**src/rtl/rob_multi.sv**
```systemverilog
// -----------------------------------------------------------------------------
// rob_multi : registered multi-lane reorder buffer
//
// Instructions enter at the tail in program order (up to DISP_W per cycle).
// Results arrive out of order, addressed by ROB index. Completed entries leave
// in order from the head (up to RET_W per cycle) and hand their destination and
// previous physical registers back to the rename / free-list logic.
//
// Ports
//   clk, rst_n    : rising-edge clock, asynchronous active-low reset
//   flush         : synchronous squash of every entry (beats all other activity)
//   disp_valid    : per-lane allocate request
//   disp_rd       : new destination preg per lane (lane k at [k*PREG_W +: PREG_W])
//   disp_old_rd   : previous mapping of the architectural register per lane
//   disp_ready    : at least DISP_W entries are free (from registered count)
//   disp_idx      : ROB index each lane would receive this cycle (combinational)
//   cmp_valid     : per-port completion strobe
//   cmp_idx       : index being completed on each port
//   cmp_data      : result data on each port
//   ret_valid     : per-lane retire strobe, contiguous from lane 0, one cycle wide
//   ret_rd        : retired destination preg
//   ret_old_rd    : preg to return to the free list
//   ret_data      : retired result
//   count         : occupied entries
//   empty, full   : count == 0, count == DEPTH
//
// Dispatch handshake: a lane allocates on a rising edge when its disp_valid bit
// and disp_ready are both high (and flush is low). disp_ready depends only on
// registered state, never on disp_valid, so the producer may look at it before
// deciding. When disp_ready is low the whole group is dropped; there is no
// partial allocation and the producer must hold and retry.
// -----------------------------------------------------------------------------
module rob_multi #(
    parameter int DEPTH  = 16,
    parameter int DISP_W = 3,
    parameter int RET_W  = 2,
    parameter int PREG_W = 6,
    parameter int DATA_W = 32
) (
    input  logic                                clk,
    input  logic                                rst_n,
    input  logic                                flush,
    input  logic [DISP_W-1:0]                   disp_valid,
    input  logic [DISP_W*PREG_W-1:0]            disp_rd,
    input  logic [DISP_W*PREG_W-1:0]            disp_old_rd,
    output logic                                disp_ready,
    output logic [DISP_W*$clog2(DEPTH)-1:0]     disp_idx,
    input  logic [DISP_W-1:0]                   cmp_valid,
    input  logic [DISP_W*$clog2(DEPTH)-1:0]     cmp_idx,
    input  logic [DISP_W*DATA_W-1:0]            cmp_data,
    output logic [RET_W-1:0]                    ret_valid,
    output logic [RET_W*PREG_W-1:0]             ret_rd,
    output logic [RET_W*PREG_W-1:0]             ret_old_rd,
    output logic [RET_W*DATA_W-1:0]             ret_data,
    output logic [$clog2(DEPTH):0]              count,
    output logic                                empty,
    output logic                                full
);

    localparam int IDX_W = $clog2(DEPTH);
    localparam logic [IDX_W:0] READY_MAX = (IDX_W+1)'(DEPTH - DISP_W);
    localparam logic [IDX_W:0] FULL_CNT  = (IDX_W+1)'(DEPTH);

    // ------------------------------------------------------------------
    // State
    // ------------------------------------------------------------------
    logic [IDX_W-1:0]          head_q, head_d;
    logic [IDX_W-1:0]          tail_q, tail_d;
    logic [IDX_W:0]            count_q, count_d;
    logic [DEPTH-1:0]          alloc_q, alloc_d;
    logic [DEPTH-1:0]          done_q, done_d;

    logic [RET_W-1:0]          ret_valid_q, ret_valid_d;
    logic [RET_W*PREG_W-1:0]   ret_rd_q, ret_rd_d;
    logic [RET_W*PREG_W-1:0]   ret_old_rd_q, ret_old_rd_d;
    logic [RET_W*DATA_W-1:0]   ret_data_q, ret_data_d;

    // Payload storage carries no reset: alloc/done qualify every read.
    logic [PREG_W-1:0]         rd_q     [DEPTH];
    logic [PREG_W-1:0]         old_rd_q [DEPTH];
    logic [DATA_W-1:0]         data_q   [DEPTH];

    // ------------------------------------------------------------------
    // Dispatch index assignment: valid lanes take consecutive slots in lane
    // order, skipping invalid lanes. The running popcount also gives the
    // total allocated this cycle.
    // ------------------------------------------------------------------
    logic [IDX_W-1:0] lane_idx [DISP_W];
    logic [IDX_W:0]   disp_cnt;
    logic             disp_fire;

    always_comb begin
        disp_cnt = '0;
        disp_idx = '0;
        for (int k = 0; k < DISP_W; k++) begin
            lane_idx[k] = tail_q + disp_cnt[IDX_W-1:0];
            disp_idx[k*IDX_W +: IDX_W] = lane_idx[k];
            disp_cnt = disp_cnt + {{IDX_W{1'b0}}, disp_valid[k]};
        end
    end

    // Conservative: a retirement on the same edge is not credited.
    assign disp_ready = (count_q <= READY_MAX);
    assign disp_fire  = disp_ready && !flush;

    // ------------------------------------------------------------------
    // Retire selection: longest done prefix starting at head, up to RET_W.
    // Reads registered done bits only, so a completion on this edge is not
    // bypassed into retirement.
    // ------------------------------------------------------------------
    logic [IDX_W-1:0] ret_slot [RET_W];
    logic [RET_W-1:0] ret_mask;
    logic [IDX_W:0]   ret_cnt;
    logic             ret_run;

    always_comb begin
        ret_mask = '0;
        ret_cnt  = '0;
        ret_run  = 1'b1;
        for (int j = 0; j < RET_W; j++) begin
            ret_slot[j] = head_q + IDX_W'(j);
            if (ret_run && alloc_q[ret_slot[j]] && done_q[ret_slot[j]]) begin
                ret_mask[j] = 1'b1;
                ret_cnt     = ret_cnt + (IDX_W+1)'(1);
            end else begin
                ret_run = 1'b0;
            end
        end
    end

    // ------------------------------------------------------------------
    // Next-state logic for control bits, pointers and retire outputs
    // ------------------------------------------------------------------
    logic [IDX_W-1:0] cidx;

    always_comb begin
        alloc_d      = alloc_q;
        done_d       = done_q;
        head_d       = head_q;
        tail_d       = tail_q;
        count_d      = count_q;
        ret_valid_d  = '0;
        ret_rd_d     = ret_rd_q;
        ret_old_rd_d = ret_old_rd_q;
        ret_data_d   = ret_data_q;
        cidx         = '0;

        if (flush) begin
            // Return to the reset state; nothing retires on this edge.
            alloc_d      = '0;
            done_d       = '0;
            head_d       = '0;
            tail_d       = '0;
            count_d      = '0;
            ret_rd_d     = '0;
            ret_old_rd_d = '0;
            ret_data_d   = '0;
        end else begin
            // Completions: ports scanned low to high, so a later port hitting
            // the same index overwrites (matches the data write below).
            for (int k = 0; k < DISP_W; k++) begin
                cidx = cmp_idx[k*IDX_W +: IDX_W];
                if (cmp_valid[k] && alloc_q[cidx]) begin
                    done_d[cidx] = 1'b1;
                end
            end

            for (int j = 0; j < RET_W; j++) begin
                if (ret_mask[j]) begin
                    alloc_d[ret_slot[j]]             = 1'b0;
                    done_d[ret_slot[j]]              = 1'b0;
                    ret_valid_d[j]                   = 1'b1;
                    ret_rd_d[j*PREG_W +: PREG_W]     = rd_q[ret_slot[j]];
                    ret_old_rd_d[j*PREG_W +: PREG_W] = old_rd_q[ret_slot[j]];
                    ret_data_d[j*DATA_W +: DATA_W]   = data_q[ret_slot[j]];
                end
            end

            // Dispatched slots are free, so they never collide with the
            // completion or retire updates above.
            if (disp_fire) begin
                for (int k = 0; k < DISP_W; k++) begin
                    if (disp_valid[k]) begin
                        alloc_d[lane_idx[k]] = 1'b1;
                        done_d[lane_idx[k]]  = 1'b0;
                    end
                end
            end

            head_d  = head_q + ret_cnt[IDX_W-1:0];
            tail_d  = tail_q + (disp_fire ? disp_cnt[IDX_W-1:0] : '0);
            count_d = count_q + (disp_fire ? disp_cnt : '0) - ret_cnt;
        end
    end

    // ------------------------------------------------------------------
    // Control registers
    // ------------------------------------------------------------------
    always_ff @(posedge clk or negedge rst_n) begin
        if (!rst_n) begin
            head_q       <= '0;
            tail_q       <= '0;
            count_q      <= '0;
            alloc_q      <= '0;
            done_q       <= '0;
            ret_valid_q  <= '0;
            ret_rd_q     <= '0;
            ret_old_rd_q <= '0;
            ret_data_q   <= '0;
        end else begin
            head_q       <= head_d;
            tail_q       <= tail_d;
            count_q      <= count_d;
            alloc_q      <= alloc_d;
            done_q       <= done_d;
            ret_valid_q  <= ret_valid_d;
            ret_rd_q     <= ret_rd_d;
            ret_old_rd_q <= ret_old_rd_d;
            ret_data_q   <= ret_data_d;
        end
    end

    // ------------------------------------------------------------------
    // Payload storage
    // ------------------------------------------------------------------
    always_ff @(posedge clk) begin
        if (disp_fire) begin
            for (int k = 0; k < DISP_W; k++) begin
                if (disp_valid[k]) begin
                    rd_q[lane_idx[k]]     <= disp_rd[k*PREG_W +: PREG_W];
                    old_rd_q[lane_idx[k]] <= disp_old_rd[k*PREG_W +: PREG_W];
                end
            end
        end
        if (!flush) begin
            // Last write in port order wins for duplicate indices.
            for (int k = 0; k < DISP_W; k++) begin
                if (cmp_valid[k] && alloc_q[cmp_idx[k*IDX_W +: IDX_W]]) begin
                    data_q[cmp_idx[k*IDX_W +: IDX_W]] <= cmp_data[k*DATA_W +: DATA_W];
                end
            end
        end
    end

    // ------------------------------------------------------------------
    // Outputs
    // ------------------------------------------------------------------
    assign ret_valid  = ret_valid_q;
    assign ret_rd     = ret_rd_q;
    assign ret_old_rd = ret_old_rd_q;
    assign ret_data   = ret_data_q;
    assign count      = count_q;
    assign empty      = (count_q == '0);
    assign full       = (count_q == FULL_CNT);

endmodule

```
**config.mk**
```make
export PLATFORM = sky130hd
export DESIGN_NAME = rob_multi
export DESIGN_NICKNAME = d
export VERILOG_FILES = /design/src/rtl/rob_multi.sv
export SDC_FILE = /design/constraint.sdc
export NUM_CORES = 2
export LEC_CHECK = 0
export ABC_AREA = 0
export ABC_CLOCK_PERIOD_IN_PS = 3800
export CAP_MARGIN = 0
export CORE_ASPECT_RATIO = 0.8
export CORE_UTILIZATION = 45
export CTS_CLUSTER_DIAMETER = 50
export DETAILED_ROUTE_END_ITERATION = 16
export GPL_ROUTABILITY_DRIVEN = 0
export SLEW_MARGIN = 20
export SYNTH_ARGS = -nofsm -noshare
export SYNTH_HDL_FRONTEND = slang
export SYNTH_SLANG_ARGS = --single-unit
```
**constraint.sdc**
```tcl
create_clock -name clk -period 3.8 [get_ports clk]
set_input_delay 0.57 -clock clk [delete_from_list [all_inputs] [get_ports clk]]
set_output_delay 0.57 -clock clk [all_outputs]
set_load 0.01 [all_outputs]
```
==> impl_results.md <==
- Worst slew pin tran: 1160 ps
- Core Util, Final: 0.533
- Critical-path cell list: clkdlybuf4s50_1 -> ha_1 -> ha_1 -> inv_1 -> fa_1 -> buf_4 -> xnor2_1 -> clkdlybuf4s50_1
- Worst-skew pair later-pin latency: between 700 and 800 ps
- Initial antenna violation count: 22
- EDFF count, synth: 704
- Synthesized flop and latch total: 839
- Average cell area after synthesis: 11.7 um^2
- Vias in the first global route: 39,900
- CTS Buf Count: 106
- Area Growth Syn to Fin: 17.5%
- Max-Cap Viols: 0
- HP Class: primary input to flip-flop
- Layout cells sized above 1: 0.202
- Seq/Total Area, Yosys: 0.446
- CTS clk-pin slew, worst paths: 60 ps
- Via count: 42,500
- Max FO, Critical Path: 8
- Max Root-Sink Buffers: 3
- Critical Path Source: disp_valid[1]
- Die ar.: roughly 120,000 um^2
- Nets: 4,934
- Final setup TNS: 0 ps
- Total grt overflow: 0
- Area leader, netlist: edfxtp_1
- Initial drt markers: 6,172
- Drc violations: 0
- Leakage: between 20 and 30 nW
- Clk sinks: 839
- Setup crit end kind: output port
- Worst setup SP type: primary input
- Yosys Warn Count: 0
- Initial core utilization: 0.454
- R2r setup slk: 180 ps
- Final Instance Area: between 60,000 and 70,000 um^2
- Hold wc startpoint: flush
- Drt pass-1 iters: 6
- Top Ports: between 200 and 300
- Reg-to-reg startpoint: head_q[0]$_DFF_PN0_
- Core Area: 121,000 um^2
- DR vias/cell: approximately 6.6
- Detail Route Antenna Nets: 0
- DIE HEIGHT: 314 um
- Top cell type's share of synthesized area: 0.385
- Avg WL per Cell: ~31 um
- Largest net degree at the start of global routing: 125
- CP arrival: slightly above 3000 ps
- Global-route wire length before repair: 292,000 um
- Final period util: 0.962
- Final setup vio count: 0
- Crit path kind: primary input to output port
- Root Buffer: clkbuf_16
- Die X: 393 um
- H-tree depth: 3
- Cell Rows: 114
- Peak supply drop: 0.322 mV
- Crit path largest cell delay: approximately 570 ps
- Routed wire length: 203,000 um
- GRT Util Overall: 0.327
- Synth cell types: 73
- Post-Place Cell Area: 60,700 um^2
- Status: complete, no violations
- Total power divided by cell area: 373 nW/um^2
- TritonCTS clock tree: built
- Worst path required time: between 3000 and 4000 ps
- Clock skew: 28.0 ps
- Final min period: 3650 ps
- Slew HR: 0.225
- Final Total Pwr: roughly 24 mW
- Max Freq: 274 MHz
- Fin. Hold Viols: 0
- Syn nets: 4,868
- Mapped Cells: around 4,700
- Final worst slack: roughly 150 ps
- Slew Viols, Final: 0
- Post-DP HPWL: 128,000 um
- Slowest-stage cell, CP: clkdlybuf4s50_1
- IO buf count: between 200 and 300
- Synth area leaders: edfxtp_1 38%, mux4_2 19%, mux2i_1 14%
- Ys flop type: edfxtp_1
- Worst slack, placed: about 49 ps
- Synth Cell Area: ~55,000 um^2
- FFs w/ async S/R, synth: 0.161
- RSZ-0062 raised after global routing: false
-- Yosys cell counts (27+ instances only) --
cell type / instances
mux2i_1: 754
nand2_1: 380
buf_1: 60
clkbuf_1: 296
o21ai_1: 150
a21oi_1: 537
buf_4: 40
nand3_1: 38
inv_1: 35
edfxtp_1: 704
o21ai_0: 90
nor2b_1: 27
buf_2: 136
nor2_1: 578
mux4_2: 454
dfrtp_1: 135
-- cell type report --
class                   instances  area [um^2]
flip-flops and latches        839        24500
clock buffers                 136         2960
fillers                     10300        56500
multi-input cells            3256        28200
repair buffers                510         5870
inverters                      38          154
clock inverters                60          736
diodes                          4         10.0
well taps                    1624         2030
-- power by group --
part	total [mW]	leakage [nW]	switching (mW)	internal (mW)
registers	10.4	8.21	0.139	10.2
clock network	10.8	1.81	4.34	6.41
logic	2.95	16.0	1.71	1.25
total	24.1	26.0	6.19	17.9
-- metrics by stage --
| stage | instances | hold WS, ps |
|---|---|---|
| 2_1_floorplan | 4685 | 274 |
| 3_3_place_gp | 6265 | 508 |
| 3_5_place_dp | 6265 | 512 |
| 4_1_cts | 6462 | 152 |
| 5_1_grt | 6466 | 186 |
| 6_report | 6467 | 206 |
-- worst max-delay path: cells and delay by family --
| kind | cells | cell delay, ps |
|---|---|---|
| buf+inv | 4 | 1270 |
| fa+ha+maj | 3 | 1040 |
| xor+xnor | 1 | 190 |
-- sequential cells by signal, summed over array words and instances, names as in the netlist --
| signal | cells |
|---|---|
| alloc_q | 16 |
| count | 5 |
| data_q | 512 |
| done_q | 16 |
| head_q | 4 |
| old_rd_q | 96 |
| rd_q | 96 |
| ret_data | 64 |
| ret_old_rd | 12 |
| ret_rd | 12 |
| ret_valid | 2 |
| tail_q | 4 |
-- timing repair --
item | CTS | global route
hold endpoints to repair | 7 | 0
resized for setup | 0 | 9
hold buffers | 1 | 0
setup endpoints to repair | 0 | 1
buffers inserted | 0 | 1
-- cell usage in the layout, fill, tap and decap left out, types with 19 or more instances in the layout --
master and instances:
a21oi_1 533, clkbuf_16 109, mux2i_1 754, ha_1 19
nand2_1 367, dfrtp_1 131, clkdlybuf4s50_1 260, o21ai_0 88
nand3_1 38, nor2b_1 20, nor2_1 568, inv_1 33
edfxtp_1 704, nand2_4 24, buf_4 136, clkinv_2 20
mux4_2 454, buf_12 110, o21ai_1 150
-- cell families (layout without fill, tap and decap cells) --
kind of cell    count (synthesis)  after routing  share of synthesized area
fa+ha+maj                      30             30                    0.00765
buf+inv                       590            744                     0.0489
xor+xnor                       19             19                    0.00303
mux                          1208           1208                      0.324
flops                         839            839                      0.446
simple gates                 1133           1133                     0.0868
other cells                     0              4                          0
compound gates                866            866                     0.0836
-- worst paths after layout --
kind | endpoint | cells past startpoint
max in group asynchronous | ret_data[29]$_DFFE_PN0P_ | 3
worst max register to register | count[4]$_DFF_PN0_ | 16
min in group asynchronous | ret_data[40]$_DFFE_PN0P_ | 2
worst min-delay path | count[4]$_DFF_PN0_ | 2
worst max-delay path | disp_idx[10] | 8
worst min register to register | ret_data[3]$_DFFE_PN0P_ | 2
-- layer usage --
layer / routed length, um / GRT usage / part of all wire / vias to the layer above
met3: 27000 / 0.0936 / 0.13 / 373
met1: 84600 / 0.491 / 0.42 / 21300
li1: - / - / - / 17800
met4: 5400 / 0.0851 / 0.027 / 36
met2: 86000 / 0.461 / 0.42 / 2983
met5: 218 / 0 / 0.0011 / -
(Power assumes the default switching activity.)
